[config.mk]
export PLATFORM = sky130hd
export DESIGN_NAME = key_event_arbiter_flat
export DESIGN_NICKNAME = d
export VERILOG_FILES = /design/src/rtl/key_event_arbiter_if.sv /design/src/rtl/key_event_arbiter.sv /design/src/flat_wrapper.sv
export SDC_FILE = /design/constraint.sdc
export NUM_CORES = 1
export LEC_CHECK = 0
export CELL_PAD_IN_SITES_DETAIL_PLACEMENT = 1
export CELL_PAD_IN_SITES_GLOBAL_PLACEMENT = 1
export CORE_MARGIN = 2
export CORE_UTILIZATION = 30
export DETAILED_ROUTE_END_ITERATION = 12
export GPL_TIMING_DRIVEN = 0
export PLACE_DENSITY_LB_ADDON = 0.1
export SYNTH_ARGS = -nofsm -noshare
export SYNTH_HDL_FRONTEND = slang
export SYNTH_SLANG_ARGS = --single-unit
export TNS_END_PERCENT = 30
[constraint.sdc]
create_clock -name i_clk -period 1.9 [get_ports i_clk]
set_input_delay 0.38 -clock i_clk [delete_from_list [all_inputs] [get_ports i_clk]]
set_output_delay 0.38 -clock i_clk [all_outputs]
set_load 0.01 [all_outputs]
[src/rtl/key_event_arbiter_if.sv]
// Key-event bus between the button front-ends, the arbiter and the vending control FSM.
// The slave modport is the arbiter's view; the master modport is the environment's view.
interface key_event_arbiter_if #(
   parameter int unsigned N_KEYS = 4,
   parameter int unsigned IDX_W  = 2
);
   logic              enable;
   logic [N_KEYS-1:0] key_pulse;
   logic              evt_valid;
   logic              evt_ready;
   logic [IDX_W-1:0]  evt_key;
   logic [N_KEYS-1:0] pending;
   logic              drop_flag;
   logic              drop_clr;

   modport master (
      output enable, key_pulse, evt_ready, drop_clr,
      input  evt_valid, evt_key, pending, drop_flag
   );

   modport slave (
      input  enable, key_pulse, evt_ready, drop_clr,
      output evt_valid, evt_key, pending, drop_flag
   );
endinterface

[src/rtl/key_event_arbiter.sv]
// Latches key pulses as pending requests and serialises them into a valid/ready key-index stream.
// Round-robin by default; define KEY_ARB_FIXED_PRIO_EN for lowest-index-wins fixed priority.
module key_event_arbiter #(
   parameter int unsigned N_KEYS = 4,
   parameter int unsigned IDX_W  = 2
) (
   input logic               i_clk,
   input logic               i_rst_n,
   key_event_arbiter_if.slave io_bus
);

   typedef enum logic [0:0] {StIdle, StPresent} state_t;

   state_t            r_state, w_state_d;
   logic [N_KEYS-1:0] r_pending, w_pending_d;
   logic [N_KEYS-1:0] w_clr_mask, w_drop;
   logic [IDX_W-1:0]  r_evt_key, w_evt_key_d;
   logic [IDX_W-1:0]  w_winner;
   logic              w_found;
   logic              w_grant;
   logic              r_drop_flag, w_drop_flag_d;
`ifndef KEY_ARB_FIXED_PRIO_EN
   logic [IDX_W-1:0]  r_last_grant, w_last_grant_d;
`endif

   // Winner selection over the currently pending set
   always_comb begin
      w_winner = '0;
      w_found  = 1'b0;
`ifdef KEY_ARB_FIXED_PRIO_EN
      for (int i = N_KEYS - 1; i >= 0; i--) begin
         if (r_pending[i]) begin
            w_winner = IDX_W'(i);
            w_found  = 1'b1;
         end
      end
`else
      for (int k = 1; k <= int'(N_KEYS); k++) begin
         int               idx;
         logic [IDX_W-1:0] sel;
         idx = int'(r_last_grant) + k;
         if (idx >= int'(N_KEYS)) idx = idx - int'(N_KEYS);
         sel = IDX_W'(idx);
         if (!w_found && r_pending[sel]) begin
            w_winner = sel;
            w_found  = 1'b1;
         end
      end
`endif
   end

   // Capture and drop detection; a same-cycle set beats the grant-clear
   always_comb begin
      w_grant    = (r_state == StIdle) && io_bus.enable && w_found;
      w_clr_mask = '0;
      if (w_grant) w_clr_mask[w_winner] = 1'b1;
      w_drop        = io_bus.key_pulse & r_pending & ~w_clr_mask;
      w_pending_d   = (r_pending & ~w_clr_mask) | io_bus.key_pulse;
      w_drop_flag_d = (|w_drop) | (r_drop_flag & ~io_bus.drop_clr);
   end

   always_comb begin
      w_state_d   = r_state;
      w_evt_key_d = r_evt_key;
`ifndef KEY_ARB_FIXED_PRIO_EN
      w_last_grant_d = r_last_grant;
`endif
      case (r_state)
         StIdle: begin
            if (w_grant) begin
               w_state_d   = StPresent;
               w_evt_key_d = w_winner;
            end
         end
         StPresent: begin
            if (io_bus.evt_ready) begin
               w_state_d = StIdle;
`ifndef KEY_ARB_FIXED_PRIO_EN
               w_last_grant_d = r_evt_key;
`endif
            end
         end
         default: w_state_d = StIdle;
      endcase
   end

   always_ff @(posedge i_clk) begin
      if (!i_rst_n) begin
         r_state     <= StIdle;
         r_pending   <= '0;
         r_evt_key   <= '0;
         r_drop_flag <= 1'b0;
`ifndef KEY_ARB_FIXED_PRIO_EN
         r_last_grant <= IDX_W'(N_KEYS - 1);
`endif
      end else begin
         r_state     <= w_state_d;
         r_pending   <= w_pending_d;
         r_evt_key   <= w_evt_key_d;
         r_drop_flag <= w_drop_flag_d;
`ifndef KEY_ARB_FIXED_PRIO_EN
         r_last_grant <= w_last_grant_d;
`endif
      end
   end

   assign io_bus.evt_valid = (r_state == StPresent);
   assign io_bus.evt_key   = r_evt_key;
   assign io_bus.pending   = r_pending;
   assign io_bus.drop_flag = r_drop_flag;

endmodule

[src/flat_wrapper.sv]
// flat-port wrapper written by rule: the top's interface ports become plain ports
module key_event_arbiter_flat 
#(
   parameter int unsigned N_KEYS = 4,
   parameter int unsigned IDX_W  = 2
)
  (i_clk, i_rst_n, io_bus_enable, io_bus_key_pulse, io_bus_evt_ready, io_bus_drop_clr, io_bus_evt_valid, io_bus_evt_key, io_bus_pending, io_bus_drop_flag);
  key_event_arbiter_if #(.N_KEYS(N_KEYS), .IDX_W(IDX_W)) io_bus_i ();
  input logic i_clk;
  input logic i_rst_n;
  input wire logic [$bits(io_bus_i.enable)-1:0] io_bus_enable;
  input wire logic [$bits(io_bus_i.key_pulse)-1:0] io_bus_key_pulse;
  input wire logic [$bits(io_bus_i.evt_ready)-1:0] io_bus_evt_ready;
  input wire logic [$bits(io_bus_i.drop_clr)-1:0] io_bus_drop_clr;
  output wire logic [$bits(io_bus_i.evt_valid)-1:0] io_bus_evt_valid;
  output wire logic [$bits(io_bus_i.evt_key)-1:0] io_bus_evt_key;
  output wire logic [$bits(io_bus_i.pending)-1:0] io_bus_pending;
  output wire logic [$bits(io_bus_i.drop_flag)-1:0] io_bus_drop_flag;
  assign io_bus_i.enable = io_bus_enable;
  assign io_bus_i.key_pulse = io_bus_key_pulse;
  assign io_bus_i.evt_ready = io_bus_evt_ready;
  assign io_bus_i.drop_clr = io_bus_drop_clr;
  assign io_bus_evt_valid = io_bus_i.evt_valid;
  assign io_bus_evt_key = io_bus_i.evt_key;
  assign io_bus_pending = io_bus_i.pending;
  assign io_bus_drop_flag = io_bus_i.drop_flag;
  key_event_arbiter #(.N_KEYS(N_KEYS), .IDX_W(IDX_W)) u_core (.i_clk(i_clk), .i_rst_n(i_rst_n), .io_bus(io_bus_i));
endmodule
==> metrics.yaml <==
hold_path:
  hold_class: "input port to flip-flop"
  min_to: "u_core.r_last_grant[0]$_SDFFE_PN1P_"
  holdCritStartpoint: "i_rst_n"
  worstHoldPathCells: 2
global_routing:
  grt_antenna_before_repair: 0
  grt_pass1_vias: 459
  grt_use_total_pct: 14.4
  grt_overflow_total: 0
  grt_max_degree: 11
  grt_pass1_wl_um: 1970
synthesis:
  synth_warnings: 0
  synth-seq-area-share_pct: 41.2
  syn_inst: 56
  synth.most_common_cell: "dfxtp_1"
  synth_top_area_share_pct: 41.2
  yosys.area.top_type: "dfxtp_1"
  synth_common_cells: "10 x dfxtp_1, 7 x nand2_1, 7 x o21a_1"
  synth-edff-count: 0
  syn-num-nets: 65
  synth.avg_cell_area_um2: 8.67
  synth.distinct_cells: 23
  syn_area_um2: 485
  ys.flop_type: "dfxtp_1"
  yosys_register_bits: 10
  synth_area_leaders: "dfxtp_1 41%, o21a_1 11%, nand2_1 5.4%, a21boi_0 4.6%, nand3_1 4.1%"
  async_flop_share_pct: 0
clocking:
  cts_setup_buffers: 0
  cts.sinks: 10
  worstSkewPairLatency_ns: 0.27
  htree_levels: 1
  cts_buffers: 3
  cts_root_buf: "clkbuf_4"
  clk_pin_slew_worst_paths_ns: 0.07
  cts_resized: 0
  cts_tree: "built"
  cts_hold_buf: 0
  clock_path_buffers: 2
timing:
  max_slew_margin_pct: 72.9
  post-route-period-util_pct: 90.8
  rsz0062_at_grt: "false"
  skew_ns: 0.00619
  hold_viol_final: 0
  fmax_mhz: 580
  fin_ws_ns: 0.176
  slew_violations: 0
  hold_slack_ns: 0.449
  final-setup-viol-count: 0
  worst_pin_slew_ns: 0.407
  finalCriticalPeriod_ns: 1.72
setup_path:
  crit_type: "flip-flop to flip-flop"
  r2r-end: "u_core.io_bus.drop_flag$_SDFF_PN0_"
  worstReg2RegStart: "u_core.io_bus.pending[3]$_SDFF_PN0_"
  path_max_fanout: 7
  path_buf_inv: 0
  crit_arrival_ns: 1.88
  regToRegSetupSlack_ns: 0.18
  cpPeakStageDelay_ns: 0.46
  crit_slowest_cell: "dfxtp_1"
  required_ns: 2.05
  cp_top_family: "compound AO/OA/AOI/OAI gates"
  rr_worst_depth: 6
  worst-path-stages: 6
  cp-start-kind: "flip-flop"
  endpoint_kind: "flip-flop"
  path_cells: "nor2_1 -> a31oi_1 -> nand3b_1 -> o21a_1 -> a222oi_1 -> a21boi_1"
routing:
  dr.first_iter.drc_count: 21
  drc: 0
  num_vias: 481
  firstDrtPassIters: 5
  routed_via_density: 5.29
  wl_um: 1170
  route.antenna.remaining_nets: 0
  post_drt_wl_per_cell_um: 12.9
cells_and_area:
  area_growth_pct: 42.5
  diodes: 0
  finalNetCount: 85
  drive_gt1_share_pct: 5.33
  finalNonFillerCells: 91
  final_util_pct: 45.9
  fillers: 176
  stdcell_area_um2: 692
die:
  die_x_um: 44.2
  io_pins: 17
  core_area_um2: 1510
  dieArea_um2: 1960
  die_y_um: 44.2
  row_count: 14
  start_util_pct: 32.2
placed_design:
  preCtsSetupSlack_ns: -0.0634
  dp_cells: 87
  hpwl_um: 920
  dpl_cell_area_um2: 656
  place.gp.congestion: 0.702
  port_buffers: 15
power:
  p_leak_nw: 0.292
  power_density_nw_per_um2: 827
  irDropWorstVdd_uv: 372
job:
  maxCapViolCount: 0
status:
  outcome: "completed"
==> report_power, final <==
group	switching [mW]	internal, mW	leakage, nW
logic	0.0534	0.0729	0.188
registers	0.0216	0.227	0.0830
clock network	0.0807	0.117	0.0210
total	0.156	0.417	0.292
==> state kept, by name, indices dropped and copies added, names as in the netlist <==
signal	cells
u_core.io_bus.drop_flag	1
u_core.io_bus.evt_key	2
u_core.io_bus.evt_valid	1
u_core.io_bus.pending	4
u_core.r_last_grant	2
==> worst reg2reg max path, stage by stage (launching register included) <==
cell and delay [ns]:
dfxtp_1 0.46, nor2_1 0.12, a31oi_1 0.20, nand3b_1 0.17
o21a_1 0.23, a222oi_1 0.32, a21boi_1 0.11
==> how the worst max path moves through the flow <==
| stage | from | end |
|---|---|---|
| after detailed placement | io_bus_enable | u_core.io_bus.drop_flag$_SDFF_PN0_ |
| after floorplan | u_core.io_bus.pending[3]$_SDFF_PN0_ | u_core.io_bus.drop_flag$_SDFF_PN0_ |
| after global routing | u_core.io_bus.pending[3]$_SDFF_PN0_ | u_core.io_bus.drop_flag$_SDFF_PN0_ |
| final | u_core.io_bus.pending[3]$_SDFF_PN0_ | u_core.io_bus.drop_flag$_SDFF_PN0_ |
| after CTS | u_core.io_bus.pending[3]$_SDFF_PN0_ | u_core.io_bus.drop_flag$_SDFF_PN0_ |
| after global placement | io_bus_enable | u_core.io_bus.drop_flag$_SDFF_PN0_ |
==> through the flow <==
stage	total power [mW]	TNS (ns)
2_1_floorplan	0.319	0
3_3_place_gp	0.380	-0.0467
3_5_place_dp	0.382	-0.0634
4_1_cts	0.581	0
5_1_grt	0.608	0
6_report	0.573	0
==> final cells by class <==
type	instances	area, um2	share of cell area [%]
plain buffers	1	3.75	0.542
multi-input cells	43	274	39.6
inverters	2	7.51	1.08
clock buffers	4	36.3	5.24
well taps	16	20.0	2.89
repair buffers	15	150	21.7
flip-flops and latches	10	200	28.9
==> cell families after synthesis <==
group / Yosys count / synth area share (%)
and+or+nand+nor: 18 / 17.8
buffers and inverters: 3 / 2.32
DFF: 10 / 41.2
muxes: 1 / 2.06
AOI/OAI and AO/OA: 24 / 36.6
==> cells in the final DEF (no fill, tap or decap), types with 2 or more instances in the layout <==
master / n
a21boi_1: 2
clkbuf_4: 3
inv_1: 2
nand2b_1: 2
clkdlybuf4s50_1: 15
o21a_1: 7
nand3_1: 4
a21oi_1: 3
dfxtp_1: 10
a21boi_0: 3
nor2_1: 2
nor2b_1: 2
nand2_1: 7
==> metal layers <==
| layer | up-vias | routed length (um) | track usage (%) |
|---|---|---|---|
| met1 | 221 | 532 | 18.2 |
| met4 | 0 | 23 | 7.27 |
| met3 | 4 | 89 | 6.12 |
| li1 | 240 | - | - |
| met2 | 16 | 528 | 20.9 |
| met5 | - | 0 | 0 |
Power figures use the tool's default switching activity.
